### src/rtl/display_pkg.sv
// Shared constants for the multiplexed 7-segment scanner:
// segment bit positions and the hex glyph table.
package display_pkg;

  localparam int SEG_A  = 0;
  localparam int SEG_B  = 1;
  localparam int SEG_C  = 2;
  localparam int SEG_D  = 3;
  localparam int SEG_E  = 4;
  localparam int SEG_F  = 5;
  localparam int SEG_G  = 6;
  localparam int SEG_DP = 7;

  typedef logic [6:0] glyph_t;

  // Active-high glyphs, bit order g..a
  localparam glyph_t HEX_GLYPH [16] = '{
    7'h3F, 7'h06, 7'h5B, 7'h4F,
    7'h66, 7'h6D, 7'h7D, 7'h07,
    7'h7F, 7'h6F, 7'h77, 7'h7C,
    7'h39, 7'h5E, 7'h79, 7'h71
  };

endpackage

### src/rtl/hex_seg_decoder.sv
// Hex nibble to active-high 7-segment glyph.
// Purely combinational table lookup.
module hex_seg_decoder
  import display_pkg::*;
(
  input  logic [3:0] nib,
  output logic [6:0] seg
);

  assign seg = HEX_GLYPH[nib];

endmodule

### src/rtl/display_7seg_scan.sv
// Time-multiplexed hex display scanner with shadow
// registers, leading-zero blanking and PWM brightness.
module display_7seg_scan
  import display_pkg::*;
#(
  parameter int DIGITS         = 4,
  parameter int PRESCALE       = 50000,
  parameter int SEG_ACTIVE_LOW = 1,
  parameter int SEL_ACTIVE_LOW = 1
) (
  input  logic                  CLK,
  input  logic                  RSTN,
  input  logic [4*DIGITS-1:0]   DATA,
  input  logic [DIGITS-1:0]     DP,
  input  logic                  LOAD,
  input  logic                  BLANK_LZ,
  input  logic [2:0]            BRIGHT,
  output logic [7:0]            SEG,
  output logic [DIGITS-1:0]     SEG_SEL
);

  localparam int PW = $clog2(PRESCALE);
  localparam int IW = (DIGITS > 1) ? $clog2(DIGITS) : 1;
  localparam int unsigned STEP = PRESCALE / 8;

  localparam logic SEG_INV = (SEG_ACTIVE_LOW != 0);
  localparam logic SEL_INV = (SEL_ACTIVE_LOW != 0);

  localparam logic [PW-1:0] CNT_LAST = PW'(PRESCALE - 1);
  localparam logic [IW-1:0] IDX_LAST = IW'(DIGITS - 1);

  logic [PW-1:0]         cnt;
  logic [IW-1:0]         idx;
  logic [4*DIGITS-1:0]   data_q;
  logic [DIGITS-1:0]     dp_q;
  logic [2:0]            bright_q;
  logic [7:0]            seg_q;
  logic [DIGITS-1:0]     sel_q;

  logic                  wrap;
  logic [DIGITS-1:0]     blank;
  logic [3:0]            cur_nib;
  logic                  cur_dp;
  logic                  cur_blank;
  logic [31:0]           lim;
  logic                  on;
  logic [6:0]            glyph;
  logic [7:0]            seg_d;
  logic [DIGITS-1:0]     sel_d;

  assign wrap = (cnt == CNT_LAST);

  always_ff @(posedge CLK or negedge RSTN) begin
    if (!RSTN) begin
      cnt      <= '0;
      idx      <= '0;
      bright_q <= '0;
    end else begin
      cnt <= wrap ? '0 : cnt + 1'b1;
      if (wrap) begin
        idx <= (idx == IDX_LAST) ? '0 : idx + 1'b1;
      end
      if (cnt == '0) begin
        bright_q <= BRIGHT;
      end
    end
  end

  always_ff @(posedge CLK or negedge RSTN) begin
    if (!RSTN) begin
      data_q <= '0;
      dp_q   <= '0;
    end else if (LOAD) begin
      data_q <= DATA;
      dp_q   <= DP;
    end
  end

  // Zero run from the most significant digit downwards
  always_comb begin
    logic zacc;
    zacc  = 1'b1;
    blank = '0;
    for (int i = DIGITS - 1; i >= 0; i--) begin
      zacc     = zacc && (data_q[4*i +: 4] == 4'h0);
      blank[i] = BLANK_LZ && zacc && !dp_q[i] && (i != 0);
    end
  end

  always_comb begin
    cur_nib   = '0;
    cur_dp    = 1'b0;
    cur_blank = 1'b0;
    for (int i = 0; i < DIGITS; i++) begin
      if (idx == IW'(i)) begin
        cur_nib   = data_q[4*i +: 4];
        cur_dp    = dp_q[i];
        cur_blank = blank[i];
      end
    end
  end

  hex_seg_decoder u_dec (
    .nib (cur_nib),
    .seg (glyph)
  );

  // Count 0 is the dead cycle between slots
  always_comb begin
    lim = (32'(bright_q) + 32'd1) * STEP;
    on  = (cnt != '0)
       && (32'(cnt) < lim)
       && !cur_blank;
  end

  always_comb begin
    seg_d = '0;
    sel_d = '0;
    if (on) begin
      seg_d[SEG_G:SEG_A] = glyph;
      seg_d[SEG_DP]      = cur_dp;
      for (int i = 0; i < DIGITS; i++) begin
        sel_d[i] = (idx == IW'(i));
      end
    end
  end

  always_ff @(posedge CLK or negedge RSTN) begin
    if (!RSTN) begin
      seg_q <= '0;
      sel_q <= '0;
    end else begin
      seg_q <= seg_d;
      sel_q <= sel_d;
    end
  end

  assign SEG     = seg_q ^ {8{SEG_INV}};
  assign SEG_SEL = sel_q ^ {DIGITS{SEL_INV}};

endmodule

### config.mk
export PLATFORM = sky130hd
export DESIGN_NAME = display_7seg_scan
export DESIGN_NICKNAME = d
export VERILOG_FILES = /design/src/rtl/display_pkg.sv /design/src/rtl/hex_seg_decoder.sv /design/src/rtl/display_7seg_scan.sv
export SDC_FILE = /design/constraint.sdc
export NUM_CORES = 1
export LEC_CHECK = 0
export BUFFER_PORTS_ARGS = -buffer_cell sky130_fd_sc_hd__buf_2
export CAP_MARGIN = 5
export CORE_AREA = 2 2 87 89
export CTS_CLUSTER_DIAMETER = 120
export DETAILED_ROUTE_END_ITERATION = 6
export DIE_AREA = 0 0 89 91
export HOLD_SLACK_MARGIN = 0.05
export PLACE_DENSITY = 0.68
export SYNTH_ARGS = -nofsm -noshare
export SYNTH_HDL_FRONTEND = slang
export SYNTH_SLANG_ARGS = --single-unit
### constraint.sdc
create_clock -name CLK -period 5.45 [get_ports CLK]
set_clock_uncertainty 0.1 [all_clocks]
set_input_delay 0.545 -clock CLK [delete_from_list [all_inputs] [get_ports CLK]]
set_output_delay 0.545 -clock CLK [all_outputs]
set_load 0.01 [all_outputs]
Yosys cells after proc, flatten, opt, wreduce, memory -nomap -nowiden
Memory sizes are Yosys's and may differ from the RTL's.
Cells that the tools add are included.
Word-level totals
  bits in registers: 53
  bits in latches: 0
  bits in writable memories: 0
  memory bits (read-only): 112
  output and inout bits: 12
  word-level logic and storage cells: 58
  memories kept: 1
Cells by class
  $add $sub $neg: 3
  $mul: 1
  div/mod/pow operators: 0
  magnitude comparators: 2
  equal/unequal tests: 4
  shifts and indexed selects: 0
  muxes and demuxes: 17
  bitwise logic cells: 3
  reductions and logical operators: 20
Memories
  (no name shown): words 16, width 7, rd ports 1, clocked after Yosys merged registers in 0, write ports 0, RTL line hex_seg_decoder.sv:10  | assign seg = HEX_GLYPH[nib];
Operators by type and width (count)
  two-way mux 4 bit: 5
  < comparator 16 x 17 -> 1 bit: 1
  adder 16 x 1 -> 16 bit (second input constant): 1
  == test 16 bit (second input constant): 1
  zero test 16 bit: 1
  multiplier 4 x 12 -> 16 bit (second input constant): 1
  two-way mux 16 bit: 1
  nonzero test 16 bit: 1
  two-way mux 7 bit: 2
  zero test 4 bit: 3
  logical AND 1 bit: 10
  two-way mux 8 bit: 1
  inverter 8 bit: 1
  two-way mux 1 bit: 7
  >= comparator 5 bit (second input constant): 1
  inverter 4 -> 5 bit: 1
  adder 3 x 1 -> 4 bit (second input constant): 1
  == test 2 bit (second input constant): 2
  zero test 1 bit: 4
  inverter 4 bit: 1
  adder 2 x 1 -> 2 bit (second input constant): 1
  == test 2 x 1 -> 1 bit (second input constant): 1
  zero test 2 bit: 1
  two-way mux 2 bit: 1

Depth between registers and ports, before layout
Gate-level depths: netlist of run 1.
  word-level depth: 11
  gate-level depth with buffers: 19
  depth with buffers taken out: 17

Hierarchy
A second synthesis of run 1 with hierarchy kept.
Second synthesis, totals
  cells, all modules: 341
  area, all modules: 3525.9 µm²
Modules (own cells, without submodules)
  display_7seg_scan: times used 1, cells an instance 308, area each 3238.1 µm², sequential area each 1326.3 µm²
  hex_seg_decoder: times used 1, cells an instance 33, area each 287.8 µm², sequential area each 0.0 µm²

Worst setup path after synthesis of run 1
No wires, ideal clock.
  kind: register to register
  from: register bright_q[0]
  to: register seg_q[2]
  library setup time: 95 ps
  arrival: 3638 ps
  slack: 1618 ps
  cell stages (with the launch flop): 19
  buffers on the path: 2
  clock period less this slack: 3832 ps
  path through: dfrtp_1 buf_2 inv_1 ha_1 ha_1 ha_1 ha_1 a21oi_1 o21ai_0 a21o_1 a21oi_1 xnor2_1 ha_1 a21oi_1 o21ai_0 nand2b_1 a31oi_1 buf_6 nor4_4
On the way
  longest elaborated chain between the ends: 6
Ends and longest elaborated chain
  start, declared: RTL line display_7seg_scan.sv:36  | logic [2:0] bright_q;
  start signal, assigned: RTL line display_7seg_scan.sv:57  | bright_q <= '0;
  start signal, assigned: RTL line display_7seg_scan.sv:64  | bright_q <= BRIGHT;
  adder 3 x 1 -> 4 bit: RTL line display_7seg_scan.sv:110  | lim = (32'(bright_q) + 32'd1) * STEP;
  multiplier 4 x 12 -> 16 bit: RTL line display_7seg_scan.sv:110
  < comparator 16 x 17 -> 1 bit: RTL line display_7seg_scan.sv:112  | && (32'(cnt) < lim)
  logical AND 1 bit: RTL line display_7seg_scan.sv:112
  logical AND 1 bit: RTL line display_7seg_scan.sv:113  | && !cur_blank;
  two-way mux 8 bit: RTL line display_7seg_scan.sv:119  | if (on) begin
  via seg_d[2]: RTL line display_7seg_scan.sv:48  | logic [7:0] seg_d;
  end signal, assigned: RTL line display_7seg_scan.sv:133  | seg_q <= seg_d;
  end, declared: RTL line display_7seg_scan.sv:37  | logic [7:0] seg_q;
The timed path passes the listed nets, and every way through them passes these cells.
A chain may end at the register's enable or synchronous reset.

Final worst setup path of run 1
  from: register bright_q[0]
  to: register seg_q[7]
Same word-level chain as after synthesis.

==> results of run 1 <==
cell families (layout without fill, tap and decap cells):
kind of cell | Yosys count | count (layout) | synth area share (%)
and+or+nand+nor | 100 | 100 | 16.43
DFF | 53 | 53 | 38.36
AOI/OAI and AO/OA | 46 | 46 | 9.736
adders and majority gates | 40 | 40 | 14.48
buffers and inverters | 39 | 76 | 4.814
xor gates and xnor gates | 28 | 28 | 7.528
muxes | 27 | 27 | 8.650
metal layers:
layer / part of all wire, % / wire length, um / global-route usage (%) / vias to the layer above
li1: - / - / - / 1251
met1: 46 / 3108 / 25.88 / 1223
met2: 49 / 3365 / 31.03 / 41
met3: 2.9 / 195 / 2.727 / 14
met4: 2.2 / 151 / 5.473 / 0
met5: 0 / 0 / 0 / -
power groups by stage:
stage               logic [mW]  registers [mW]  clock network [mW]
finish                   0.201           0.435               0.220
global route             0.228           0.439               0.244
CTS                      0.202           0.435               0.228
detailed placement       0.201           0.443                   0
global placement         0.197           0.442                   0
floorplan                0.149           0.436                   0
cell type report:
cell class | count | area [um2]
fill | 655 | 3326
timing repair buffer | 40 | 205.2
inverter | 28 | 105.1
clock inverter | 2 | 13.76
sequential | 53 | 1326
tap | 99 | 123.9
clock buffer | 6 | 72.57
multi-input combinational | 241 | 1964
stage by stage:
stage | util, % | instances | hold slack [ns] | instance area, um2
after floorplan | - | 333 | 0.1494 | 3457
after global placement | 52.19 | 461 | 0.3850 | 3725
after detailed placement | 52.19 | 461 | 0.3991 | 3725
after CTS | 53.40 | 469 | 0.2818 | 3811
after global routing | 53.40 | 469 | 0.3153 | 3811
final | 53.40 | 469 | 0.2604 | 3811
worst paths after layout:
check / slack, ns / cells past startpoint / endpoint
min in group CLK: 0.36 / 2 / data_q[12]
max in group asynchronous: 4.55 / 2 / dp_q[1]
worst max register to register: 1.18 / 17 / seg_q[7]
worst min-delay path: 0.26 / 2 / cnt[13]
worst min register to register: 0.41 / 1 / cnt[0]
worst max-delay path: 1.18 / 17 / seg_q[7]
placed cells by master, fill, tap and decap left out, drive strengths merged, types with 2 or more instances in the layout:
master,instances
mux2i,4
nand3,11
o21ai,7
nor3b,5
a21oi,9
nor4b,2
nor2,17
nand4,2
mux2,23
a31oi,4
ha,40
o22ai,2
nand3b,7
xnor2,16
nor2b,6
buf,40
xor2,11
o211a,2
and3,4
a211o,2
nand2b,3
dfrtp,53
nand2,19
a21o,2
o211ai,2
or4,2
inv,29
a211oi,7
clkbuf,6
nor3,11
nor4,7
flip-flops by register name, summed over array words and instances, names as in the netlist:
register / cells
data_q: 16
idx: 2
seg_q: 8
bright_q: 3
cnt: 16
sel_q: 4
dp_q: 4
==> flow_metrics.py, run 1 <==
metrics = {
    "logic_synthesis": {
        "synthCells": 333,
        "ys.warnings.count": 0,
        "synthTopCellsByCount": "53 x dfrtp_1, 40 x ha_1, 28 x inv_1",
        "seq_area_frac_synth_pct": 38.36,
        "ys_seq_elements": 53,
        "synth_area_leaders": "dfrtp_1 38%, ha_1 14%, mux2_2 7.5%, xnor2_1 4.1%, inv_1 3.0%",
        "yosysMostFrequentCell": "dfrtp_1",
        "syn_nets": 400,
        "synth_top_area_share_pct": 38.36,
        "synth_top_cell_by_area": "dfrtp_1",
        "synth_area_um2": 3457,
        "synth.avg_cell_area_um2": 10.38,
        "ys.flop_type": "dfrtp_1",
        "ys_types": 49,
        "synth_edf_count": 0,
        "synthArstFlopShare_pct": 100.0,
    },
    "clock_tree": {
        "cts_made_buffers": 5,
        "cts_hold_buf": 0,
        "cts_tree": "yes",
        "clock-sinks": 53,
        "cts_max_level": 2,
        "clk_latency_ns": 0.30,
        "post_cts_buffers": 0,
        "cts_max_path_buffers": 2,
        "clk_pin_slew_ns": 0.09,
        "cts.repair.resized": 0,
        "clockRootBuffer": "clkbuf_8",
    },
    "sta": {
        "slew_headroom_pct": 55.12,
        "fin_crit_ns": 4.273,
        "slew_viol_final": 0,
        "setup-tns-final_ns": 0,
        "clock.fmax_mhz": 234.0,
        "grt_setup_unrepaired": "no",
        "hold_violations": 0,
        "setup_ws_ns": 1.177,
        "worst_pin_slew_ns": 0.6731,
        "setup_viol_count_final": 0,
        "min_period_over_period_pct": 78.41,
    },
    "power_and_ir_drop": {
        "ir_drop_uv": 181.1,
        "p_leak_nw": 1.839,
        "power_density_nw_per_um2": 224.5,
        "total_power_mw": 0.8555,
        "p_switching_mw": 0.2491,
        "power_frac_comb_pct": 23.5,
        "swShare_pct": 29.12,
        "sequentialPowerShare_pct": 50.8,
        "pwr-share-clk_pct": 25.7,
        "power.internal_mw": 0.6064,
    },
    "routing": {
        "vias": 2529,
        "wl_per_cell_um": 14.54,
        "drt_iter0_markers": 129,
        "antenna_left": 0,
        "dr.pass1.iters": 4,
        "viasPerCell": 5.392,
        "drc": 0,
        "wl_mm": 6.821,
    },
    "setup_path": {
        "slowest_stage": "dfrtp_1",
        "path_class": "flop to flop",
        "worstSetupStartpointType": "flop",
        "cp.arrival_ns": 4.38,
        "r2r-start": "bright_q[0]",
        "endpoint_kind": "flop",
        "cp_common_cell": "ha_1",
        "slowest_delay_ns": 0.56,
        "required_ns": 5.56,
        "critPathTopFamily": "adder cells",
        "crit_buf_inv": 2,
        "worstPathCellList": "inv_1, ha_1, ha_1, ha_1, ha_1, a21oi_1, o21ai_0, a21o_1, a21oi_1, xnor2_1, ha_1, a21oi_1, o21ai_0, nand2b_1, a31oi_1, buf_4, nor4_1",
        "setup.worst_path.start": "bright_q[0]",
        "cp_max_fo": 12,
    },
    "floorplan": {
        "initial_core_util_pct": 48.44,
        "die_w_um": 89,
        "rows": 31,
        "core_region_area_um2": 7137,
        "die_h_um": 91,
        "io-pin-count": 39,
        "die_area_um2": 8099,
    },
    "global_route": {
        "grt_pass1_wl_mm": 12.24,
        "grt_pass1_vias": 2590,
        "grt_util_all_layers_pct": 18.92,
        "antenna_found_initial": 0,
        "overflow": 0,
        "grt_max_degree": 54,
    },
    "hold_path": {
        "hp-class": "primary input to async pin",
    },
    "placed_design": {
        "dp.final_hpwl_mm": 5.170,
        "gp_congestion": 0.7999,
        "pre_cts_slack_ns": 1.174,
        "portBuffers": 38,
    },
    "final_layout": {
        "antenna_cells": 0,
        "drive_above_1_share_pct": 21.08,
        "finalNetCount": 436,
        "areaGrowthSynthToFinish_pct": 10.24,
    },
    "status": {
        "outcome": "completed",
    },
    "flow_run": {
        "drv_cap": 0,
    },
}
Note: power is estimated with default switching activity, not from simulation.
==> run 2: changes to the inputs <==
--- a/config.mk
+++ b/config.mk
@@ -12,7 +12,7 @@
 export DETAILED_ROUTE_END_ITERATION = 6
 export DIE_AREA = 0 0 89 91
 export HOLD_SLACK_MARGIN = 0.05
-export PLACE_DENSITY = 0.68
+export PLACE_DENSITY = 0.71
 export SYNTH_ARGS = -nofsm -noshare
 export SYNTH_HDL_FRONTEND = slang
 export SYNTH_SLANG_ARGS = --single-unit
==> constraint.sdc (replaced) <==
create_clock -name CLK -period 3.8 [get_ports CLK]
set_clock_uncertainty 0.1 [all_clocks]
set_input_delay 0.38 -clock CLK [delete_from_list [all_inputs] [get_ports CLK]]
set_output_delay 0.38 -clock CLK [all_outputs]
set_load 0.01 [all_outputs]
==> flow_metrics.py, run 2 (synthesized netlist as in run 1, its figures left out) <==
metrics = {
    "status": {
        "outcome": "completed",
    },
    "clock_tree": {
        "cts_max_level": 2,
        "clock-sinks": 53,
        "cts_max_path_buffers": 2,
        "cts_made_buffers": 5,
        "cts_tree": "yes",
        "clockRootBuffer": "clkbuf_8",
        "clk_latency_ns": 0.30,
        "cts_hold_buf": 0,
        "clk_pin_slew_ns": 0.09,
    },
    "setup_path": {
        "slowest_stage": "dfrtp_1",
        "worstPathCellList": "inv_2, ha_4, ha_4, ha_4, ha_4, a31oi_1, xnor2_1, ha_1, a21oi_1, nor2b_1, o41ai_2, a31oi_4, buf_6, nor4_1",
        "crit_buf_inv": 2,
        "cp.arrival_ns": 3.76,
        "path_class": "flop to flop",
        "cp_common_cell": "ha_4",
        "cp_max_fo": 6,
        "required_ns": 3.90,
        "critPathTopFamily": "adder cells",
        "ff2ff_setup_slack_ns": 0.14,
        "endpoint_kind": "flop",
        "slowest_delay_ns": 0.44,
        "worstSetupStartpointType": "flop",
    },
    "global_route": {
        "busiest_layer": "met2",
        "grt_pass1_wl_mm": 12.60,
        "met1_usage_pct": 24.82,
        "antenna_found_initial": 0,
        "grt_pass1_vias": 2707,
        "grt_max_degree": 35,
        "met3_usage_pct": 2.273,
        "overflow": 0,
        "use_met2_pct": 34.39,
        "grt_util_all_layers_pct": 19.56,
    },
    "final_layout": {
        "finalNetCount": 450,
        "final_cell_mix": "53 x dfrtp_1, 38 x buf_2, 31 x ha_1",
        "multi_input_area_um2": 2143,
        "largestRegisters": "cnt x16, data_q x16, seg_q x8",
        "mostFrequentLayoutCell": "dfrtp_1",
        "seq_area_um2": 1326,
        "antenna_cells": 0,
        "drive_above_1_share_pct": 29.95,
        "fill_cells": 654,
        "fin_area_um2": 4108,
        "areaGrowthSynthToFinish_pct": 18.82,
    },
    "routing": {
        "wl_mm": 7.559,
        "wl_per_cell_um": 15.65,
        "drc": 0,
        "viasPerCell": 5.431,
        "antenna_left": 0,
        "drt_iter0_markers": 83,
        "vias": 2623,
        "dr.pass1.iters": 4,
    },
    "sta": {
        "slew_headroom_pct": 49.13,
        "hold_ws_ns": 0.04213,
        "min_period_over_period_pct": 96.43,
        "clock.fmax_mhz": 272.9,
        "hold_violations": 0,
        "worst_pin_slew_ns": 0.7630,
        "grt_setup_unrepaired": "yes",
        "setup_viol_count_final": 0,
        "slew_viol_final": 0,
        "fin_crit_ns": 3.664,
        "setup_ws_ns": 0.1356,
    },
    "power_and_ir_drop": {
        "p_switching_mw": 0.3777,
        "pwr-share-clk_pct": 24.0,
        "sequentialPowerShare_pct": 48.4,
        "total_power_mw": 1.286,
        "ir_drop_uv": 250.7,
        "power.internal_mw": 0.9083,
        "power_frac_comb_pct": 27.6,
        "swShare_pct": 29.37,
        "power_density_nw_per_um2": 313.1,
        "p_leak_nw": 1.923,
    },
    "floorplan": {
        "io-pin-count": 39,
        "die_w_um": 89,
        "die_h_um": 91,
        "core_region_area_um2": 7137,
        "die_area_um2": 8099,
        "rows": 31,
        "initial_core_util_pct": 48.44,
    },
    "placed_design": {
        "dp.final_hpwl_mm": 5.592,
        "post_dp_cell_area_um2": 3792,
        "pre_cts_slack_ns": -0.05745,
        "portBuffers": 38,
        "gp_congestion": 0.8502,
    },
    "flow_run": {
        "drv_cap": 0,
    },
    "hold_path": {
        "hp-class": "primary input to async pin",
    },
}
==> run 2: routing by layer <==
layer / vias to the layer above / share of wire (%)
met5: - / 0
li1: 1280 / -
met4: 0 / 1.8
met1: 1281 / 43
met3: 12 / 2.5
met2: 50 / 53
==> run 2: layout make-up <==
cell class / instances / area share, %
Timing Repair Buffer: 54 / 7.828
Sequential cell: 53 / 32.29
Multi-Input combinational cell: 241 / 52.18
Clock buffer: 6 / 1.767
Clock inverter: 2 / 0.3655
Tap cell: 99 / 3.016
Inverter: 28 / 2.559
==> run 2: power by group through the flow <==
stage / clock network, mW / logic (mW) / registers [mW]
finish: 0.309 / 0.354 / 0.623
global route: 0.341 / 0.395 / 0.628
CTS: 0.317 / 0.329 / 0.623
detailed placement: 0 / 0.306 / 0.635
global placement: 0 / 0.295 / 0.633
floorplan: 0 / 0.214 / 0.626
==> run 2: stage by stage <==
step	TNS [ns]	util, %	std cells
finish	0	57.56	483
global route	-0.2578	57.56	483
detailed placement	-0.1125	53.14	470
global placement	0	53.14	470
floorplan	0	-	333
CTS	-0.001532	55.57	482
==> run 2: repair_timing <==
item                       in CTS  in global routing
setup endpoints to repair      12                 12
pin swaps                       5                  6
resized for setup              10                 22
cloned                          1                  0
buffers inserted                3                  1
==> run 2: worst paths after layout <==
kind | start | depth (start not counted) | end
setup / recovery | bright_q[0] | 14 | seg_q[1]
hold / removal | RSTN | 1 | bright_q[0]
setup reg to reg | bright_q[0] | 14 | seg_q[1]
hold reg to reg | dp_q[3] | 1 | dp_q[3]
max in group asynchronous | RSTN | 2 | seg_q[1]
min in group CLK | DATA[0] | 2 | data_q[0]
==> run 3: changes to the inputs <==
--- a/config.mk
+++ b/config.mk
@@ -12,7 +12,8 @@
 export DETAILED_ROUTE_END_ITERATION = 6
 export DIE_AREA = 0 0 89 91
 export HOLD_SLACK_MARGIN = 0.05
-export PLACE_DENSITY = 0.71
+export PLACE_DENSITY = 0.72
 export SYNTH_ARGS = -nofsm -noshare
 export SYNTH_HDL_FRONTEND = slang
+export SYNTH_HIERARCHICAL = 1
 export SYNTH_SLANG_ARGS = --single-unit
==> constraint.sdc (replaced) <==
create_clock -name CLK -period 3.8 [get_ports CLK]
set_clock_uncertainty 0.1 [all_clocks]
set_input_delay 0.19 -clock CLK [delete_from_list [all_inputs] [get_ports CLK]]
set_output_delay 0.19 -clock CLK [all_outputs]
set_load 0.01 [all_outputs]
==> flow_metrics.py, run 3 <==
metrics = {
    "sta": {
        "setup_viol_count_final": 9,
        "grt_setup_unrepaired": "yes",
        "hold_ws_ns": 0.3347,
        "min_period_over_period_pct": 100.6,
        "slew_headroom_pct": 47.77,
        "worst_pin_slew_ns": 0.7753,
        "slew_viol_final": 0,
        "clock.fmax_mhz": 261.6,
        "setup_ws_ns": -0.02214,
        "setup-tns-final_ns": -0.1271,
        "hold_violations": 0,
        "fin_crit_ns": 3.822,
    },
    "floorplan": {
        "die_area_um2": 8099,
        "die_h_um": 91,
        "die_w_um": 89,
        "core_region_area_um2": 7137,
        "io-pin-count": 39,
        "initial_core_util_pct": 49.40,
        "rows": 31,
    },
    "logic_synthesis": {
        "ys_seq_elements": 53,
        "synthCells": 341,
        "synth_simple_gate_area_share_pct": 16.04,
        "synth_area_um2": 3526,
        "seq_area_frac_synth_pct": 37.62,
        "yosysMostFrequentCell": "dfrtp_1",
        "muxShareOfSynthArea_pct": 9.617,
        "ys_types": 56,
        "synth_top_area_share_pct": 37.62,
        "synth-adder-area-share_pct": 14.90,
        "synthTopCellsByCount": "53 x dfrtp_1, 42 x ha_1, 30 x inv_1",
        "synth_area_leaders": "dfrtp_1 38%, ha_1 15%, mux2_2 8.3%, xnor2_1 3.5%, inv_1 3.2%",
        "synth.avg_cell_area_um2": 10.34,
        "syn_nets": 410,
        "synth_compound_area_share_pct": 9.368,
        "ys.flop_type": "dfrtp_1",
        "synthXorXnorAreaFrac_pct": 7.381,
        "ys.warnings.count": 6,
        "synth_top_cell_by_area": "dfrtp_1",
        "synth_top_family_by_area": "simple AND/OR/NAND/NOR gates",
        "synthArstFlopShare_pct": 100.0,
        "synth_edf_count": 0,
    },
    "routing": {
        "viasPerCell": 5.241,
        "vias": 2783,
        "drt_iter0_markers": 128,
        "dr.pass1.iters": 4,
        "drc": 0,
        "wl_per_cell_um": 15.12,
        "antenna_left": 0,
        "wl_mm": 8.031,
    },
    "final_layout": {
        "mostFrequentLayoutCell": "dfrtp_1",
        "multi_input_area_um2": 2211,
        "antenna_cells": 0,
        "finalNetCount": 501,
        "seq_area_um2": 1329,
        "areaGrowthSynthToFinish_pct": 28.96,
        "instances_no_fill": 531,
        "largestRegisters": "cnt x16, data_q x16, seg_q x8",
        "final_cell_mix": "51 x dfrtp_1, 38 x buf_2, 34 x ha_1",
        "drive_above_1_share_pct": 32.87,
        "fill_cells": 553,
        "final_util_pct": 63.71,
    },
    "placed_design": {
        "pre_cts_slack_ns": -0.1107,
        "dp.final_hpwl_mm": 5.166,
        "dpl.cell_count": 489,
        "portBuffers": 38,
        "gp_congestion": 0.8556,
    },
    "setup_path": {
        "cp.arrival_ns": 3.92,
        "worstSetupStartpointType": "flop",
        "endpoint": "seg_q[5]",
        "path_class": "flop to flop",
        "r2r_cells": 17,
        "r2r-end": "seg_q[5]",
        "setup.worst_path.start": "bright_q[0]",
        "ff2ff_setup_slack_ns": -0.02,
        "r2r-start": "bright_q[0]",
        "cp_max_fo": 6,
        "required_ns": 3.90,
        "endpoint_kind": "flop",
    },
    "clock_tree": {
        "cts_max_level": 2,
        "cts_tree": "yes",
        "cts_max_path_buffers": 2,
        "clockRootBuffer": "clkbuf_8",
        "clk_latency_ns": 0.30,
        "cts_made_buffers": 5,
        "clock-sinks": 53,
        "clk_pin_slew_ns": 0.10,
    },
    "flow_run": {
        "drv_cap": 0,
    },
    "global_route": {
        "grt_pass1_wl_mm": 12.55,
        "grt_util_all_layers_pct": 19.46,
        "overflow": 0,
        "grt_pass1_vias": 2720,
        "antenna_found_initial": 0,
        "grt_max_degree": 54,
    },
    "power_and_ir_drop": {
        "ir_drop_uv": 125.8,
        "power_density_nw_per_um2": 300.5,
        "p_leak_nw": 2.116,
    },
    "hold_path": {
        "hp-class": "primary input to flop",
    },
    "status": {
        "outcome": "finished, violations left",
        "violations": "negative setup slack",
    },
}
run 3: cell types whose count changed in the layout (fill, tap and decap cells not counted), sizes merged, moves of 6 or more:
cell | previous run | this run
buf | 54 | 70
a21oi | 9 | 16
and3b | 0 | 9
dlygate4sd3 | 0 | 24
nand2 | 19 | 25
nand3b | 7 | 1
run 3: final cells by class:
type                       instances  area share, %
timing repair buffer              94          15.08
multi-input combinational        248          48.62
clock inverter                     2         0.3027
inverter                          30          2.532
clock buffer                       5          1.513
sequential                        53          29.22
tap                               99          2.724
run 3: worst max-delay path: stages, from the launching register on:
cell	delay [ns]
dfrtp_2	0.46
inv_4	0.08
ha_4	0.21
buf_6	0.13
xor3_2	0.42
ha_4	0.19
buf_4	0.15
xnor2_4	0.19
nor2b_1	0.09
a221oi_2	0.28
xnor2_1	0.13
ha_1	0.31
nand2_1	0.07
nor3_2	0.17
o21ai_1	0.11
a31oi_2	0.27
buf_4	0.18
and3b_1	0.18
run 3: worst min path at each step:
stage                     start          end  slack (ns)  cells past startpoint
final                      LOAD    data_q[2]        0.33                      2
after global routing       LOAD    data_q[5]        0.34                      2
after CTS                  LOAD   data_q[14]        0.32                      2
after detailed placement   RSTN   data_q[12]        0.26                      2
after global placement     RSTN   data_q[13]        0.25                      2
after floorplan            RSTN  bright_q[0]       -0.21                      0
run 3: metrics by stage:
stage / power, mW / instance area (um2)
2_1_floorplan: 0.8460 / 3532
3_3_place_gp: 0.9472 / 3938
3_5_place_dp: 0.9568 / 3938
4_1_cts: 1.315 / 4349
5_1_grt: 1.446 / 4547
6_report: 1.366 / 4547
run 3: per-layer routing:
layer	vias to the layer above	global-route usage, %	wire length (um)	share of wire, %
met1	1346	26.88	3673	46
met4	0	4.478	101	1.3
met5	-	0	0	0
li1	1375	-	-	-
met3	10	3.455	217	2.7
met2	52	31.65	4038	50
run 3: report_power, final:
| group | switching [mW] | internal, mW |
|---|---|---|
| Clock | 0.190 | 0.128 |
| Sequential | 0.0221 | 0.600 |
| Combinational | 0.202 | 0.224 |
run 3: kinds of logic after synthesis:
logic type	count (synthesis)
buffers and inverters	40
DFF	53
muxes	29
xor gates and xnor gates	27
and+or+nand+nor	101
AOI/OAI and AO/OA	49
adders and majority gates	42
run 3: timing repair:
item	in CTS	in global routing
gates cloned	1	0
pin swaps	5	21
endpoints found under the hold margin	76	0
buffers inserted	2	8
hold buffers	24	0
gates resized for setup	12	27
setup endpoints to repair	12	12
